==> src/rtl/mult_acc_rc.sv <==
// Stallable complex-by-real multiplier with optional per-packet accumulation,
// round-half-up shift and per-component saturation to a narrow output.
module mult_acc_rc #(
    parameter int WIDTH_REAL = 25,
    parameter int WIDTH_CPLX = 18,
    parameter int WIDTH_ACC  = 48,
    parameter int WIDTH_OUT  = 24,
    parameter int SHIFT      = 0
) (
    input  logic                    clk,
    input  logic                    reset,
    input  logic                    acc_en,
    input  logic                    clear_ovf,
    input  logic [WIDTH_REAL-1:0]   real_tdata,
    input  logic                    real_tlast,
    input  logic                    real_tvalid,
    output logic                    real_tready,
    input  logic [2*WIDTH_CPLX-1:0] cplx_tdata,
    input  logic                    cplx_tlast,
    input  logic                    cplx_tvalid,
    output logic                    cplx_tready,
    output logic [2*WIDTH_OUT-1:0]  p_tdata,
    output logic                    p_tlast,
    output logic                    p_tvalid,
    input  logic                    p_tready,
    output logic                    ovf_sticky
);

    localparam int PW     = WIDTH_REAL + WIDTH_CPLX;
    localparam int RND_SH = (SHIFT > 0) ? SHIFT - 1 : 0;
    localparam logic signed [WIDTH_ACC:0] RND =
        (SHIFT > 0) ? ((WIDTH_ACC+1)'(1) <<< RND_SH) : '0;

    // Returns {saturated, value}; one guard bit keeps the rounding add exact.
    function automatic logic [WIDTH_OUT:0] round_sat(input logic signed [WIDTH_ACC-1:0] acc);
        logic signed [WIDTH_ACC:0] x;
        x = ($signed({acc[WIDTH_ACC-1], acc}) + RND) >>> SHIFT;
        if ((&x[WIDTH_ACC:WIDTH_OUT-1]) | ~(|x[WIDTH_ACC:WIDTH_OUT-1]))
            return {1'b0, x[WIDTH_OUT-1:0]};
        else
            return {1'b1, x[WIDTH_ACC], {(WIDTH_OUT-1){~x[WIDTH_ACC]}}};
    endfunction

    logic                          first_beat_q, first_beat_d, mode_q, mode_d;
    logic                          s1_valid_q, s1_valid_d, s1_last_q, s1_last_d;
    logic                          s1_mode_q, s1_mode_d, s1_first_q, s1_first_d;
    logic signed [WIDTH_REAL-1:0]  s1_real_q, s1_real_d;
    logic signed [WIDTH_CPLX-1:0]  s1_i_q, s1_i_d, s1_q_q, s1_q_d;
    logic                          s2_valid_q, s2_valid_d, s2_last_q, s2_last_d;
    logic                          s2_mode_q, s2_mode_d, s2_first_q, s2_first_d;
    logic signed [WIDTH_ACC-1:0]   s2_i_q, s2_i_d, s2_q_q, s2_q_d;
    logic                          s3_valid_q, s3_valid_d, s3_last_q, s3_last_d;
    logic signed [WIDTH_ACC-1:0]   acc_i_q, acc_i_d, acc_q_q, acc_q_d;
    logic                          p_tvalid_q, p_tvalid_d, p_tlast_q, p_tlast_d;
    logic [WIDTH_OUT-1:0]          p_i_q, p_i_d, p_q_q, p_q_d;
    logic                          ovf_q, ovf_d;

    logic                          adv, accept, beat_mode;
    logic signed [PW-1:0]          mul_i, mul_q;
    logic [WIDTH_OUT:0]            rs_i, rs_q;
    logic                          unused_cplx_tlast;

    assign unused_cplx_tlast = cplx_tlast;

    // The whole pipeline advances together; only the output register can stall it.
    assign adv         = ~p_tvalid_q | p_tready;
    assign real_tready = cplx_tvalid & adv;
    assign cplx_tready = real_tvalid & adv;
    assign accept      = real_tvalid & cplx_tvalid & adv;
    assign beat_mode   = first_beat_q ? acc_en : mode_q;

    assign mul_i = PW'(s1_real_q) * PW'(s1_i_q);
    assign mul_q = PW'(s1_real_q) * PW'(s1_q_q);
    assign rs_i  = round_sat(acc_i_q);
    assign rs_q  = round_sat(acc_q_q);

    always_comb begin
        first_beat_d = first_beat_q;
        mode_d       = mode_q;
        s1_valid_d   = s1_valid_q;
        s1_last_d    = s1_last_q;
        s1_mode_d    = s1_mode_q;
        s1_first_d   = s1_first_q;
        s1_real_d    = s1_real_q;
        s1_i_d       = s1_i_q;
        s1_q_d       = s1_q_q;
        s2_valid_d   = s2_valid_q;
        s2_last_d    = s2_last_q;
        s2_mode_d    = s2_mode_q;
        s2_first_d   = s2_first_q;
        s2_i_d       = s2_i_q;
        s2_q_d       = s2_q_q;
        s3_valid_d   = s3_valid_q;
        s3_last_d    = s3_last_q;
        acc_i_d      = acc_i_q;
        acc_q_d      = acc_q_q;
        p_tvalid_d   = p_tvalid_q;
        p_tlast_d    = p_tlast_q;
        p_i_d        = p_i_q;
        p_q_d        = p_q_q;
        ovf_d        = ovf_q;

        if (accept) begin
            first_beat_d = real_tlast;
            mode_d       = beat_mode;
        end

        if (adv) begin
            s1_valid_d = accept;
            if (accept) begin
                s1_last_d  = real_tlast;
                s1_mode_d  = beat_mode;
                s1_first_d = first_beat_q;
                s1_real_d  = real_tdata;
                s1_i_d     = cplx_tdata[2*WIDTH_CPLX-1:WIDTH_CPLX];
                s1_q_d     = cplx_tdata[WIDTH_CPLX-1:0];
            end

            s2_valid_d = s1_valid_q;
            if (s1_valid_q) begin
                s2_last_d  = s1_last_q;
                s2_mode_d  = s1_mode_q;
                s2_first_d = s1_first_q;
                s2_i_d     = WIDTH_ACC'(mul_i);
                s2_q_d     = WIDTH_ACC'(mul_q);
            end

            // Accumulate mode emits only the packet total on its last beat.
            s3_valid_d = s2_valid_q & (~s2_mode_q | s2_last_q);
            if (s2_valid_q) begin
                s3_last_d = s2_last_q;
                if (s2_mode_q & ~s2_first_q) begin
                    acc_i_d = acc_i_q + s2_i_q;
                    acc_q_d = acc_q_q + s2_q_q;
                end else begin
                    acc_i_d = s2_i_q;
                    acc_q_d = s2_q_q;
                end
            end

            p_tvalid_d = s3_valid_q;
            if (s3_valid_q) begin
                p_tlast_d = s3_last_q;
                p_i_d     = rs_i[WIDTH_OUT-1:0];
                p_q_d     = rs_q[WIDTH_OUT-1:0];
            end
        end

        if (clear_ovf)
            ovf_d = 1'b0;
        if (adv & s3_valid_q & (rs_i[WIDTH_OUT] | rs_q[WIDTH_OUT]))
            ovf_d = 1'b1;
    end

    // NOTE: every state element uses <= so all stages sample the same pre-edge values.
    always_ff @(posedge clk or posedge reset) begin
        if (reset) begin
            first_beat_q <= 1'b1;
            mode_q       <= 1'b0;
            s1_valid_q   <= 1'b0;
            s1_last_q    <= 1'b0;
            s1_mode_q    <= 1'b0;
            s1_first_q   <= 1'b0;
            s1_real_q    <= '0;
            s1_i_q       <= '0;
            s1_q_q       <= '0;
            s2_valid_q   <= 1'b0;
            s2_last_q    <= 1'b0;
            s2_mode_q    <= 1'b0;
            s2_first_q   <= 1'b0;
            s2_i_q       <= '0;
            s2_q_q       <= '0;
            s3_valid_q   <= 1'b0;
            s3_last_q    <= 1'b0;
            acc_i_q      <= '0;
            acc_q_q      <= '0;
            p_tvalid_q   <= 1'b0;
            p_tlast_q    <= 1'b0;
            p_i_q        <= '0;
            p_q_q        <= '0;
            ovf_q        <= 1'b0;
        end else begin
            first_beat_q <= first_beat_d;
            mode_q       <= mode_d;
            s1_valid_q   <= s1_valid_d;
            s1_last_q    <= s1_last_d;
            s1_mode_q    <= s1_mode_d;
            s1_first_q   <= s1_first_d;
            s1_real_q    <= s1_real_d;
            s1_i_q       <= s1_i_d;
            s1_q_q       <= s1_q_d;
            s2_valid_q   <= s2_valid_d;
            s2_last_q    <= s2_last_d;
            s2_mode_q    <= s2_mode_d;
            s2_first_q   <= s2_first_d;
            s2_i_q       <= s2_i_d;
            s2_q_q       <= s2_q_d;
            s3_valid_q   <= s3_valid_d;
            s3_last_q    <= s3_last_d;
            acc_i_q      <= acc_i_d;
            acc_q_q      <= acc_q_d;
            p_tvalid_q   <= p_tvalid_d;
            p_tlast_q    <= p_tlast_d;
            p_i_q        <= p_i_d;
            p_q_q        <= p_q_d;
            ovf_q        <= ovf_d;
        end
    end

    assign p_tdata    = {p_i_q, p_q_q};
    assign p_tlast    = p_tlast_q;
    assign p_tvalid   = p_tvalid_q;
    assign ovf_sticky = ovf_q;

endmodule

==> config.mk <==
export PLATFORM = sky130hd
export DESIGN_NAME = mult_acc_rc
export DESIGN_NICKNAME = d
export VERILOG_FILES = /design/src/rtl/mult_acc_rc.sv
export SDC_FILE = /design/constraint.sdc
export NUM_CORES = 2
export LEC_CHECK = 0
export CAP_MARGIN = 20
export CORE_ASPECT_RATIO = 0.6
export CORE_UTILIZATION = 30
export DETAILED_ROUTE_END_ITERATION = 16
export GPL_TIMING_DRIVEN = 0
export PLACE_DENSITY = 0.42
export SLEW_MARGIN = 20
export SYNTH_ARGS = -nofsm -noshare
export SYNTH_HDL_FRONTEND = slang
export SYNTH_SLANG_ARGS = --single-unit
==> constraint.sdc <==
create_clock -name clk -period 18.1 [get_ports clk]
set_input_delay 5.43 -clock clk [delete_from_list [all_inputs] [get_ports clk]]
set_output_delay 5.43 -clock clk [all_outputs]
set_load 0.1 [all_outputs]
==> metrics.cfg <==
[logic_synthesis]
synth.distinct_cells=79
yosysTopAreaCell=fa_1
netlist.area_leader.share_pct=36.5
yosys.area_share.adder_pct=44.4
synth_edf_count=0
synth_top_flop_cell=dfrtp_1
ys_seq_elements=305
syn_area_per_cell_sq_um=8.75
yosysSeqAreaShare_pct=15.7
synth_area_leaders=fa_1 36%, dfrtp_1 16%, ha_1 7.9%
synth_fp_nets=6809
synthXorXnorAreaFrac_pct=2.89
synthMuxAreaShare_pct=0.565
synth_area_sq_mm=0.0485
synth_compound_area_share_pct=9.90
synth_top_family_by_area=adder cells
ys_async_sr_fraction_pct=100
yosys_warnings=0
yosys.area_share.simple_pct=16.5
netlist_instances=5547

[place]
finalWeightedCongestion=0.942
port_buffers=121
dp_hpwl_um=158000

[sta]
fin_crit_sh_pct=72.7
drv_slew=0
final_hold_viol_count=0
setup_viol=0
fin_crit_ns=13.16
fin_skew_ns=0.0450
rsz0062_at_grt=false
worstMarginPinSlew_ns=1.34
max_freq_ghz=0.0760
slew_headroom_pct=10.9

[run]
max_cap_viol_count=0

[critical_path]
r2r_cells=24
crit_path_start_kind=primary input
cp_max_fo=9
crit_path_end_kind=primary output
reg2reg_to=s2_i_q[42]
cp_data_arrival_time_ns=7.73
critPathKind=in -> out
required_ns=12.67
reg2reg_slack_ns=9.06
r2r-start=s1_real_q[5]

[hold_path]
hold_path_class=reg -> reg
whs_endpoint=first_beat_q
hold_depth=2
holdCritStartpoint=first_beat_q

[drt]
ant_nets=0
wire_per_inst_um=24.0
drc_errors=0
drt_first_pass_iters=5
num_vias=38900
drt_iter0_drc=3385
drt-total-wl_um=189000
avgViaCountPerCell=4.93

[clock_network]
clockBufferDepth=3
numCtsBuffers=39
cts-htree-levels=2
cts_tree=built
hold_buffers=0
cts_sinks=305
clk_latency_ns=0.63
post_cts_resized=0
post_cts.repair.setup_buffers=0
path_clk_slew_ns=0.06
root_buffer=clkbuf_16

[floorplanning]
coreArea_sq_mm=0.159
rows=113
die_x_um=521
fp.dieArea_sq_mm=0.163
ioPinCount=123
initial_core_util_pct=30.5
fp.dieH_um=314

[global_routing]
grt_pass1_vias=39000
grt_pass1_wl_um=276000
grt_max_degree=89
use_met1_pct=37.9
overflow=0
use_met2_pct=31.1
grt-busiest-layer=met1
met3_usage_pct=5.22
antenna_found_initial=17
track_usage_pct=23.4

[layout]
most-common-layout-cells=1018 x nand2_1, 1016 x inv_1, 884 x fa_1
syn_to_final_growth_pct=11.0
fin_nets=6978
final_common_cell=nand2_1
drive_gt1_share_pct=2.54
post-route-util_pct=33.8

[status]
status=finished, final reports clean

## critical path, cell delays in order
cell,delay [ns]
clkdlybuf4s50_1,0.48
nand2b_1,0.10
clkbuf_1,0.37
and2_1,0.21
clkdlybuf4s50_1,1.13
## metal layers
layer  vias to the layer above  wire length [um]
met2                      1224             72700
met5                         -                 0
met1                     20100             96600
met4                         0              3110
li1                      17400                 -
met3                       146             16300
## worst max-delay path by stage
stage,start,to,slack (ns)
finish,p_tready,cplx_tready,4.94
global route,p_tready,cplx_tready,4.84
detailed placement,p_tready,cplx_tready,4.93
global placement,reset,s1_i_q[14],-1.38
floorplan,reset,asynchronous set/reset pin,4.24
CTS,p_tready,cplx_tready,4.92
## stage by stage
stage                     cell area (sq um)  setup slack, ns  cells  setup TNS (ns)  hold WS [ns]
after floorplan                       48500             4.24   5547               0         0.439
after global placement                52400            -1.38   7795         -386.46         0.449
after detailed placement              52500             4.93   7799               0         0.454
after CTS                             53800             4.92   7868               0         0.464
after global routing                  53800             4.84   7871               0         0.503
final                                 53900             4.94   7878               0         0.462
## layout make-up
cell class	instances	area, sq um
Antenna cell	7	17.5
Buffer	279	1090
Clock buffer	48	1050
Clock inverter	21	220
Fill cell	16800	105000
Inverter	1017	3820
Multi-Input combinational cell	3946	36000
Sequential cell	305	7630
Tap cell	2127	2660
Timing Repair Buffer	128	1350
## cells in the mapped netlist (all sizes together), types with 5 or more instances
library cell,number
nand2,1018
inv,1017
fa,884
and2,339
o21ai,309
ha,308
dfrtp,304
clkbuf,271
a21oi,234
nor2,171
xnor2,102
a21o,78
xor2,58
a31oi,44
nand3,37
nand2b,36
and3,29
nor3,26
nand4,24
o21a,21
nor4,20
mux2,19
nor2b,18
o21bai,18
a211oi,17
o211ai,15
a21boi,11
o31ai,9
buf,8
nor3b,8
o2111ai,8
a211o,7
and4,7
or3,7
mux2i,6
or2,6
o31a,5
## state kept, by name (all words and copies together), names as in the netlist, 18 cells and up, named ones only
register and cells:
p_q_q 24, p_i_q 24, s1_real_q 25, acc_i_q 48, s1_q_q 18, s1_i_q 18, s2_i_q 43, acc_q_q 48
s2_q_q 43
## logic make-up (layout without fill, tap and decap cells)
kind of cell / count (synthesis) / count (layout)
flip-flops: 305 / 305
multiplexers: 25 / 25
adder cells (fa/ha/maj): 1192 / 1192
XOR/XNOR: 160 / 160
other: 0 / 7
AO/OA/AOI/OAI: 812 / 812
AND/OR/NAND/NOR: 1757 / 1757
buffers and inverters: 1296 / 1493
Power is not shown: default switching activity piles up to over one toggle a cycle in this logic, so the estimate is an artifact.
